<file path="config.mk">
export PLATFORM = sky130hd
export DESIGN_NAME = tt_um_light_fp8
export DESIGN_NICKNAME = d
export VERILOG_FILES = /design/src/rtl/tt_um_light_fp8.sv
export SDC_FILE = /design/constraint.sdc
export NUM_CORES = 1
export LEC_CHECK = 0
export CAP_MARGIN = 20
export CORE_MARGIN = 2
export CORE_UTILIZATION = 43
export DETAILED_ROUTE_END_ITERATION = 8
export PLACE_DENSITY_LB_ADDON = 0.2
export SKIP_LAST_GASP = 1
export SYNTH_ARGS = -nofsm -noshare
export SYNTH_HDL_FRONTEND = slang
export SYNTH_SLANG_ARGS = --single-unit
</file>
<file path="constraint.sdc">
create_clock -name clk -period 11.3 [get_ports clk]
set_input_delay 1.695 -clock clk [delete_from_list [all_inputs] [get_ports clk]]
set_output_delay 1.695 -clock clk [all_outputs]
set_load 0.03 [all_outputs]
</file>
<file path="src/rtl/tt_um_light_fp8.sv">
// Registered E4M3 (FN) multiplier: uo_out = round_rne(ui_in * uio_in), one cycle latency.
// Finite overflow saturates to +/-448; underflow goes through the subnormal range to signed zero.
module tt_um_light_fp8 (
    input  logic       clk,
    input  logic       rst_n,
    input  logic       ena,
    input  logic [7:0] ui_in,
    input  logic [7:0] uio_in,
    output logic [7:0] uo_out,
    output logic [7:0] uio_out,
    output logic [7:0] uio_oe
);

    logic        sign;
    logic        is_nan;
    logic        is_zero;
    logic [3:0]  sig_a;
    logic [3:0]  sig_b;
    logic [3:0]  exp_a;
    logic [3:0]  exp_b;
    logic [7:0]  prod;
    logic [7:0]  prod_norm;
    logic [2:0]  lead;
    logic [5:0]  exp_sum;
    logic [4:0]  exp_base;
    logic [3:0]  shift;
    logic [15:0] wide;
    logic [3:0]  kept;
    logic        guard;
    logic        sticky;
    logic        round_up;
    logic [8:0]  code;
    logic [8:0]  rounded;
    logic [6:0]  mag;
    logic [7:0]  result;
    logic [7:0]  result_q;

    always_comb begin
        sign    = ui_in[7] ^ uio_in[7];
        is_nan  = (ui_in[6:0] == 7'h7F) || (uio_in[6:0] == 7'h7F);
        is_zero = (ui_in[6:0] == 7'h00) || (uio_in[6:0] == 7'h00);

        sig_a = {ui_in[6:3] != 4'd0, ui_in[2:0]};
        sig_b = {uio_in[6:3] != 4'd0, uio_in[2:0]};
        // Subnormals share the exponent of the smallest normal.
        exp_a = (ui_in[6:3] == 4'd0) ? 4'd1 : ui_in[6:3];
        exp_b = (uio_in[6:3] == 4'd0) ? 4'd1 : uio_in[6:3];
        prod  = 8'(sig_a * sig_b);

        lead = 3'd0;
        for (int i = 0; i < 8; i++) begin
            if (prod[i]) begin
                lead = 3'(i);
            end
        end
        prod_norm = prod << (3'd7 - lead);

        // Biased result exponent is exp_sum - 13; it is normal when that is at least 1.
        exp_sum = 6'(exp_a) + 6'(exp_b) + 6'(lead);
        if (exp_sum >= 6'd14) begin
            exp_base = 5'(exp_sum - 6'd14);
            shift    = 4'd0;
        end else begin
            exp_base = 5'd0;
            shift    = 4'(6'd14 - exp_sum);
        end

        wide   = {prod_norm, 8'h00} >> shift;
        kept   = wide[15:12];
        guard  = wide[11];
        sticky = |wide[10:0];

        // Hidden bit in kept carries into the exponent field, so rounding overflow is free.
        code     = 9'({exp_base, 3'b000}) + 9'(kept);
        round_up = guard & (sticky | code[0]);
        rounded  = code + 9'(round_up);
        mag      = (rounded > 9'd126) ? 7'h7E : rounded[6:0];

        if (is_nan) begin
            result = 8'h7F;
        end else if (is_zero) begin
            result = {sign, 7'h00};
        end else begin
            result = {sign, mag};
        end
    end

    always_ff @(posedge clk) begin
        if (rst_n) begin
            result_q <= 8'h00;
        end else if (ena) begin
            result_q <= result;
        end
    end

    assign uo_out  = result_q;
    assign uio_out = 8'h00;
    assign uio_oe  = 8'h00;

endmodule

</file>
# Yosys cells after proc, flatten, opt, wreduce, memory -nomap -nowiden
# Cells that the tools add are included.
[word_totals]
wordCells = 41
in_bits = 19
out_inout_bits = 24
register_bits = 8
[classes]
muxes = 14
n_lt_le_gt_ge = 2
add_sub_neg = 7
n_shift = 2
n_mul = 1
bitwise_logic = 3
reduce_logical = 9
n_eq_ne = 2
[op_table]
columns = ["op", "count"]
rows = [
  ["2-to-1 mux 3 bit", 6],
  ["right shift 16 x 4 -> 16 bit", 1],
  ["equality test 7 bit, second input constant", 2],
  ["logical NOT 7 bit", 2],
  ["2-to-1 mux 7 bit", 2],
  ["2-to-1 mux 4 bit", 3],
  ["OR reduction 11 bit", 1],
  ["adder 8 x 4 -> 9 bit", 1],
  ["adder 9 x 1 -> 9 bit", 1],
  ["> comparator 9 x 7 -> 1 bit, second input constant", 1],
  ["logical NOT 4 bit", 2],
  ["multiplier 4 x 4 -> 8 bit", 1],
  ["2-to-1 mux 8 bit", 1],
  ["nonzero test 4 bit", 2],
  ["left shift 8 x 3 -> 8 bit", 1],
  ["adder 5 x 3 -> 6 bit", 1],
  ["greater-or-equal comparator 6 x 4 -> 1 bit, second input constant", 1],
  ["adder 4 x 4 -> 5 bit", 1],
  ["2-to-1 mux 5 bit", 1],
  ["subtractor 5 x 4 -> 5 bit, second input constant", 1],
  ["subtractor 4 bit, first input constant", 1],
  ["subtractor 3 bit, first input constant", 1],
  ["logical OR 1 bit", 2],
  ["bitwise AND 1 bit", 1],
  ["3 further kinds", 3],
]

# Longest topological paths before layout
# Gate-level depths: netlist of run 1.
[depth]
ltp_word = 21
ltp_mapped = 35
mapped_depth_nobuf = 34

# Least setup slack after synthesis of run 1
# Ideal clock, no wire load.
[synth_path]
kind = "input to register"
start = "input port uio_in[3]"
end = "register result_q[1] (netlist: uo_out[1])"
t_required_ps = 11209
path_buffers = 2
t_arrival_ps = 9340
setup_ps = 91
cell_stages = 32
setup_slack_ps = 1869
path_cell_list = "or4_1 nand2_1 fa_1 fa_1 fa_1 nand2b_1 a21oi_1 xnor2_2 o211ai_1 inv_2 fa_1 inv_1 ha_1 fa_1 xor2_1 a21o_2 nor2_1 nand2_1 clkbuf_1 nand2_1 nor3b_1 ha_1 nor2b_1 clkbuf_1 xnor2_1 nor2_1 a21oi_1 nor3_1 nand4_1 or3_1 a211o_1 a311oi_1"
[synth_between]
elab_chain_cells = 19
word_cells_on_any_way = 32
cone_classes = "7 x add/sub; 1 x mul; 2 x order compare; 1 x eq/ne; 2 x shift; 11 x mux; 2 x bitwise; 6 x reduce/logical"
[synth_rtl]
columns = ["element", "line_no", "text"]
rows = [
  ["from (decl)", "8", "input logic [7:0] uio_in,"],
  ["nonzero test 4 bit", "44", "sig_b = {uio_in[6:3] != 4'd0, uio_in[2:0]};"],
  ["multiplier 4 x 4 -> 8 bit", "48", "prod = 8'(sig_a * sig_b);"],
  ["2-to-1 mux 3 bit (5 in series)", "52", "if (prod[i]) begin"],
  ["adder 5 x 3 -> 6 bit", "59", "exp_sum = 6'(exp_a) + 6'(exp_b) + 6'(lead);"],
  ["greater-or-equal comparator 6 x 4 -> 1 bit or subtractor 4 bit (tied branches)", "60, 65", ""],
  ["2-to-1 mux 4 bit", "60", "if (exp_sum >= 6'd14) begin"],
  ["right shift 16 x 4 -> 16 bit", "68", "wide = {prod_norm, 8'h00} >> shift;"],
  ["adder 8 x 4 -> 9 bit or OR reduction 11 bit (tied branches)", "74, 71", ""],
  ["OR 1 bit", "75", "round_up = guard & (sticky | code[0]);"],
  ["bitwise AND 1 bit", "75", ""],
  ["adder 9 x 1 -> 9 bit", "76", "rounded = code + 9'(round_up);"],
  ["> comparator 9 x 7 -> 1 bit", "77", "mag = (rounded > 9'd126) ? 7'h7E : rounded[6:0];"],
  ["2-to-1 mux 7 bit", "77", ""],
  ["2-to-1 mux 7 bit", "81", "end else if (is_zero) begin"],
  ["2-to-1 mux 8 bit *", "79", "if (is_nan) begin"],
  ["to (signal assigned)", "92", "result_q <= result;"],
  ["to (decl)", "36", "logic [7:0] result_q;"],
]
# Mark *: on every way between the ends. The rest lies on a longest branch, timed or not.
# A chain may end at the register's enable or synchronous reset.

# Worst setup path after layout of run 1
[layout_path]
start = "input port uio_in[4]"
end = "register result_q[5] (netlist: uo_out[5])"
# Same word-level chain as after synthesis.

==> results of run 1 <==
==> where the power goes <==
| part | total [mW] | switching, mW | internal (mW) |
|---|---|---|---|
| logic | 0.888 | 0.540 | 0.348 |
| clock network | 0.0346 | 0.0115 | 0.0231 |
| registers | 0.0447 | 0.00511 | 0.0395 |
| total | 0.967 | 0.557 | 0.410 |
==> layout make-up <==
type                            instances  area [um^2]  area share, %
Multi-Input combinational cell        329         2350           77.1
Timing Repair Buffer                   31          298           9.78
Sequential cell                         8          160           5.26
Inverter                               27          101           3.33
Tap cell                               77         96.3           3.16
Clock buffer                            3         41.3           1.36
==> cell families (layout without fill, tap and decap cells) <==
group	after synthesis	after routing	share of synthesized area, %
fa+ha+maj	31	31	16.4
mux	7	7	2.80
compound gates	109	109	30.5
other cells	1	16	0.137
buf+inv	57	61	10.3
simple gates	148	148	27.9
flops	8	8	5.87
xor+xnor	18	18	6.05
==> per-stage QoR <==
step / cells / hold slack, ns
5_1_grt: 475 / 0.498
3_5_place_dp: 472 / 0.483
2_1_floorplan: 394 / 0.597
3_3_place_gp: 472 / 0.472
4_1_cts: 475 / 0.488
6_report: 475 / 0.484
==> final timing paths <==
path / startpoint / to / slack, ns / cells past startpoint
worst max-delay path: uio_in[4] / uo_out[5] / 0.73 / 31
worst min-delay path: uo_out[1] / uo_out[1] / 0.48 / 2
worst max register to register: uo_out[0] / uo_out[0] / 10.53 / 4
worst min register to register: uo_out[1] / uo_out[1] / 0.48 / 2
==> layer usage <==
metal  global-route usage (%)  vias up  share of wire (%)
met5                        0        -                  0
met4                     3.96        0                1.8
met3                     1.48       16                4.7
met2                     33.7       92                 47
met1                     25.5     1273                 47
li1                         -     1401                  -
==> critical path: cells and delay by family <==
| kind | cells | cell delay (ns) |
|---|---|---|
| buf+inv | 3 | 0.61 |
| fa+ha+maj | 7 | 2.82 |
| xor+xnor | 3 | 0.74 |
| simple gates | 12 | 3.15 |
| compound gates | 6 | 1.65 |
==> cell usage in the layout, fill, tap and decap left out, types with 5 or more instances in the layout <==
| master | instances |
|---|---|
| nor2b_1 | 5 |
| nor2_1 | 37 |
| a21oi_1 | 19 |
| ha_1 | 23 |
| nand2b_1 | 6 |
| or4_1 | 5 |
| nor3_1 | 10 |
| o21a_1 | 5 |
| mux2i_1 | 5 |
| a311oi_1 | 6 |
| inv_1 | 26 |
| a21o_1 | 6 |
| xor2_1 | 7 |
| and2_1 | 9 |
| conb_1 | 16 |
| a211oi_1 | 5 |
| xnor2_1 | 10 |
| o211ai_1 | 5 |
| dfxtp_1 | 8 |
| buf_4 | 5 |
| nand3_1 | 13 |
| clkdlybuf4s50_1 | 26 |
| a211o_1 | 5 |
| fa_1 | 8 |
| nand2_1 | 32 |
| o22ai_1 | 5 |
| and3_1 | 5 |
| o21ai_0 | 13 |
==> results.tsv, run 1 <==
stage	metric	value	unit
grt	vias in the first global route	2600	
logic_synthesis	#FFs+latches synth	8	
run_status	status	completed	
setup_path	critical path class	primary input to register	
detailed_routing	DRT antenna net count	0	
final_layout	cell area after layout	3050	um^2
logic_synthesis	top cells by area, synth	ha_1 (11%), dfxtp_1 (5.9%), fa_1 (5.9%), nor2_1 (5.1%), buf_4 (4.7%)	
grt	gr ovfl total	0	
clock_network	CTS buffer count	3	
hold_path	Hold Crit Class	register to register	
logic_synthesis	syn_area_per_cell	7.20	um^2
setup_path	data arrival time of the critical path	10.69	ns
timing	maximum clock rate	94.6	MHz
logic_synthesis	Synth Instances	379	
clock_network	clock latency on the worst-skew pair	0.23	ns
timing	fin. max-slew vios	0	
timing	Setup Skew	0	ns
timing	setup ws final	0.731	ns
placed_design	Final GP Congestion	0.870	
timing	Slew @ Worst Pin	0.981	ns
detailed_routing	drt pass-1 iters	4	
final_layout	n_diodes	0	
logic_synthesis	post-synthesis async set-or-reset flop share	0	%
clock_network	CTS root buffer	clkbuf_8	
grt	first-pass GRT wire length	11.6	mm
detailed_routing	Avg WL per Cell	14.3	um
setup_path	critical path's slowest cell	or4_1	
logic_synthesis	Syn. warnings	0	
setup_path	CP max FO	11	
logic_synthesis	area leader, netlist	ha_1	
power_and_ir_drop	Max IR drop VDD	0.174	mV
placed_design	Area after DPL	3000	um^2
logic_synthesis	synth unique cells	72	
detailed_routing	vias per cell	5.86	
die	Total Die Area	7000	um^2
timing	setup violators final	0	
placed_design	Detail Placement HPWL	5.56	mm
clock_network	Longest Clk Path Bufs	2	
timing	RSZ-0062 raised after global routing	no	
die	die height	83.7	um
grt	largest net degree at the start of global routing	20	
grt	initial antenna violation count	0	
setup_path	CP max stage delay	0.61	ns
grt	total track usage	19.1	%
final_layout	fill cell count	640	
power_and_ir_drop	post-route total power	0.967	mW
clock_network	Reg clk slew, reported paths	0.04	ns
clock_network	cts hold-fix bufs	0	
logic_synthesis	Post-synth EDFFs	0	
detailed_routing	DR iter-0 viols	151	
logic_synthesis	Synth top cells by count	nor2_1 (37), nand2_1 (32), inv_1 (26), ha_1 (23), a21oi_1 (19)	
detailed_routing	Post-route DRC	0	
logic_synthesis	sequential element share of the synthesized area	5.87	%
logic_synthesis	synthesized cell area	2730	um^2
clock_network	setup bufs post-CTS	0	
placed_design	IO buf count	26	
timing	setup TNS	0	ns
logic_synthesis	share of the synthesized area in the top cell type	10.5	%
final_layout	Final Util	48.8	%
timing	minimum clock period after layout	10.57	ns
clock_network	Clock Sinks	8	
power_and_ir_drop	Leak Pwr	1.27	nW
flow_run	Max Cap Viol	0	
timing	relative slew slack	33.8	%
final_layout	Nets	450	
die	IO Count	43	
clock_network	Resized Gates After CTS	0	
placed_design	dpl ws	0.565	ns
timing	Final Hold Vio Count	0	
clock_network	CTS tree	yes	
logic_synthesis	top_reg_cell synth	dfxtp_1	
final_layout	Synth-to-Final Area Change	11.6	%
setup_path	Worst Setup End Kind	register	
setup_path	Startpoint Class	primary input	
detailed_routing	vias	2782	
clock_network	H-Tree Depth	1	
setup_path	Top cell by count, worst path	fa_1	
die	site row count	29	
final_layout	Largest register FFs	8	
die	Core Region	6240	um^2
die	starting density of the core	43.7	%
detailed_routing	Routed WL	6.79	mm
die	die width	83.7	um
final_layout	layout cells sized above 1	7.79	%
timing	Tcrit/Tclk final	93.5	%
logic_synthesis	most common cell in the netlist	nor2_1	
power_and_ir_drop	Pwr Density	318	nW/um^2
setup_path	required time of the critical path	11.42	ns
Note: power is estimated with default switching activity, not from simulation.
==> inputs of run 2 (changes only) <==
SKIP_CTS_REPAIR_TIMING = 1   (was default)
SLEW_MARGIN = 0   (was default)
==> results of run 2 <==
No change in the layout: final DEF, timing and power equal those of run 1.
==> inputs of run 3 (changes only) <==
DONT_BUFFER_PORTS = 1   (was default)
==> results.tsv, run 3 (synthesis gave the netlist of run 1 again) <==
stage	metric	value	unit
die	die height	83.7	um
clock_network	CTS root buffer	clkbuf_8	
final_layout	Nets	424	
setup_path	Startpoint Class	primary input	
setup_path	critical path class	primary input to register	
detailed_routing	vias	2711	
placed_design	Final GP Congestion	0.902	
run_status	status	completed	
power_and_ir_drop	Pwr Density	337	nW/um^2
timing	setup TNS	0	ns
setup_path	Top cell by count, worst path	fa_1	
timing	Tcrit/Tclk final	91.1	%
timing	setup violators final	0	
detailed_routing	DR iter-0 viols	187	
setup_path	CP max FO	22	
setup_path	Crit. Startpoint	uio_in[3]	
clock_network	CTS tree	yes	
clock_network	CTS buffer count	3	
clock_network	Clock Sinks	8	
detailed_routing	vias per cell	6.04	
grt	largest net degree at the start of global routing	23	
detailed_routing	Routed WL	6.82	mm
setup_path	required time of the critical path	11.37	ns
clock_network	clock latency on the worst-skew pair	0.23	ns
setup_path	critical path's slowest cell	or3_1	
grt	vias in the first global route	2628	
final_layout	commonest non-fill, non-tap cells in the layout	nor2_1 (37), nand2_1 (32), inv_1 (26), ha_1 (23), a21oi_1 (19)	
timing	relative slew slack	32.2	%
placed_design	Detail Placement HPWL	5.49	mm
detailed_routing	Avg WL per Cell	15.2	um
final_layout	cell area after layout	2790	um^2
final_layout	layout cells sized above 1	8.33	%
placed_design	dpl ws	0.812	ns
clock_network	H-Tree Depth	1	
final_layout	Largest register FFs	8	
timing	maximum clock rate	97.1	MHz
timing	hold slack final	0.617	ns
placed_design	IO buf count	0	
setup_path	data arrival time of the critical path	10.37	ns
timing	setup ws final	1.00	ns
hold_path	hold_sp	uo_out[1]	
die	die width	83.7	um
grt	first-pass GRT wire length	11.8	mm
clock_network	Longest Clk Path Bufs	2	
timing	fin. max-slew vios	0	
setup_path	CP max stage delay	0.67	ns
grt	initial antenna violation count	0	
grt	gr ovfl total	0	
final_layout	Synth-to-Final Area Change	2.06	%
final_layout	most common cell after layout, fill and taps aside	nor2_1	
final_layout	fill cell count	652	
placed_design	Area after DPL	2740	um^2
grt	total track usage	19.5	%
detailed_routing	Post-route DRC	0	
die	IO Count	43	
timing	Slew @ Worst Pin	1.00	ns
power_and_ir_drop	Leak Pwr	1.17	nW
detailed_routing	DRT antenna net count	0	
clock_network	Reg clk slew, reported paths	0.04	ns
timing	Final Hold Vio Count	0	
detailed_routing	drt pass-1 iters	4	
die	Core Region	6240	um^2
flow_run	Max Cap Viol	0	
timing	Setup Skew	0	ns
hold_path	Hold Crit Class	register to register	
final_layout	n_diodes	0	
power_and_ir_drop	Max IR drop VDD	0.181	mV
setup_path	RR Startpoint	uo_out[6]	
timing	RSZ-0062 raised after global routing	no	
die	Total Die Area	7000	um^2
setup_path	Worst Setup End Kind	register	
die	starting density of the core	43.7	%
timing	minimum clock period after layout	10.30	ns
die	site row count	29	
run 3: metal layers:
| metal | vias to the layer above | part of all wire (%) | GRT usage (%) |
|---|---|---|---|
| met4 | 0 | 1.7 | 5.13 |
| met2 | 94 | 46 | 33.4 |
| met3 | 13 | 4.9 | 1.48 |
| met5 | - | 0 | 0 |
| li1 | 1354 | - | - |
| met1 | 1250 | 47 | 26.5 |
run 3: cell type report:
cell class | instances | area, um^2 | area share [%]
Sequential cell | 8 | 160 | 5.75
Tap cell | 77 | 96.3 | 3.46
Timing Repair Buffer | 5 | 37.5 | 1.35
Clock buffer | 3 | 41.3 | 1.48
Inverter | 27 | 101 | 3.64
Multi-Input combinational cell | 329 | 2350 | 84.3
run 3: power breakdown:
part           switching [mW]  leakage, nW  internal [mW]
registers              0.0276       0.0664         0.0396
logic                   0.513         1.08          0.324
clock network          0.0113       0.0216         0.0231
run 3: per-stage QoR:
stage	cells	total power, mW	utilization (%)
finish	449	0.939	44.6
global route	449	1.04	44.6
CTS	449	0.933	44.6
detailed placement	446	0.893	44.0
global placement	446	0.890	44.0
floorplan	394	0.738	-
run 3: critical path, delay by kind of cell:
family                     cells  cell delay (ns)
and+or+nand+nor               10             2.48
adders and majority gates      7             2.91
AOI/OAI and AO/OA             11             2.52
buffers and inverters          2             0.24
muxes                          1             0.11
xor gates and xnor gates       2             0.39
run 3: worst paths after layout:
path               endpoint  slack (ns)  cells past startpoint
hold / removal    uo_out[1]        0.62                      2
hold reg to reg   uo_out[1]        0.62                      2
setup reg to reg  uo_out[6]       10.34                      2
setup / recovery  uo_out[0]        1.00                     33
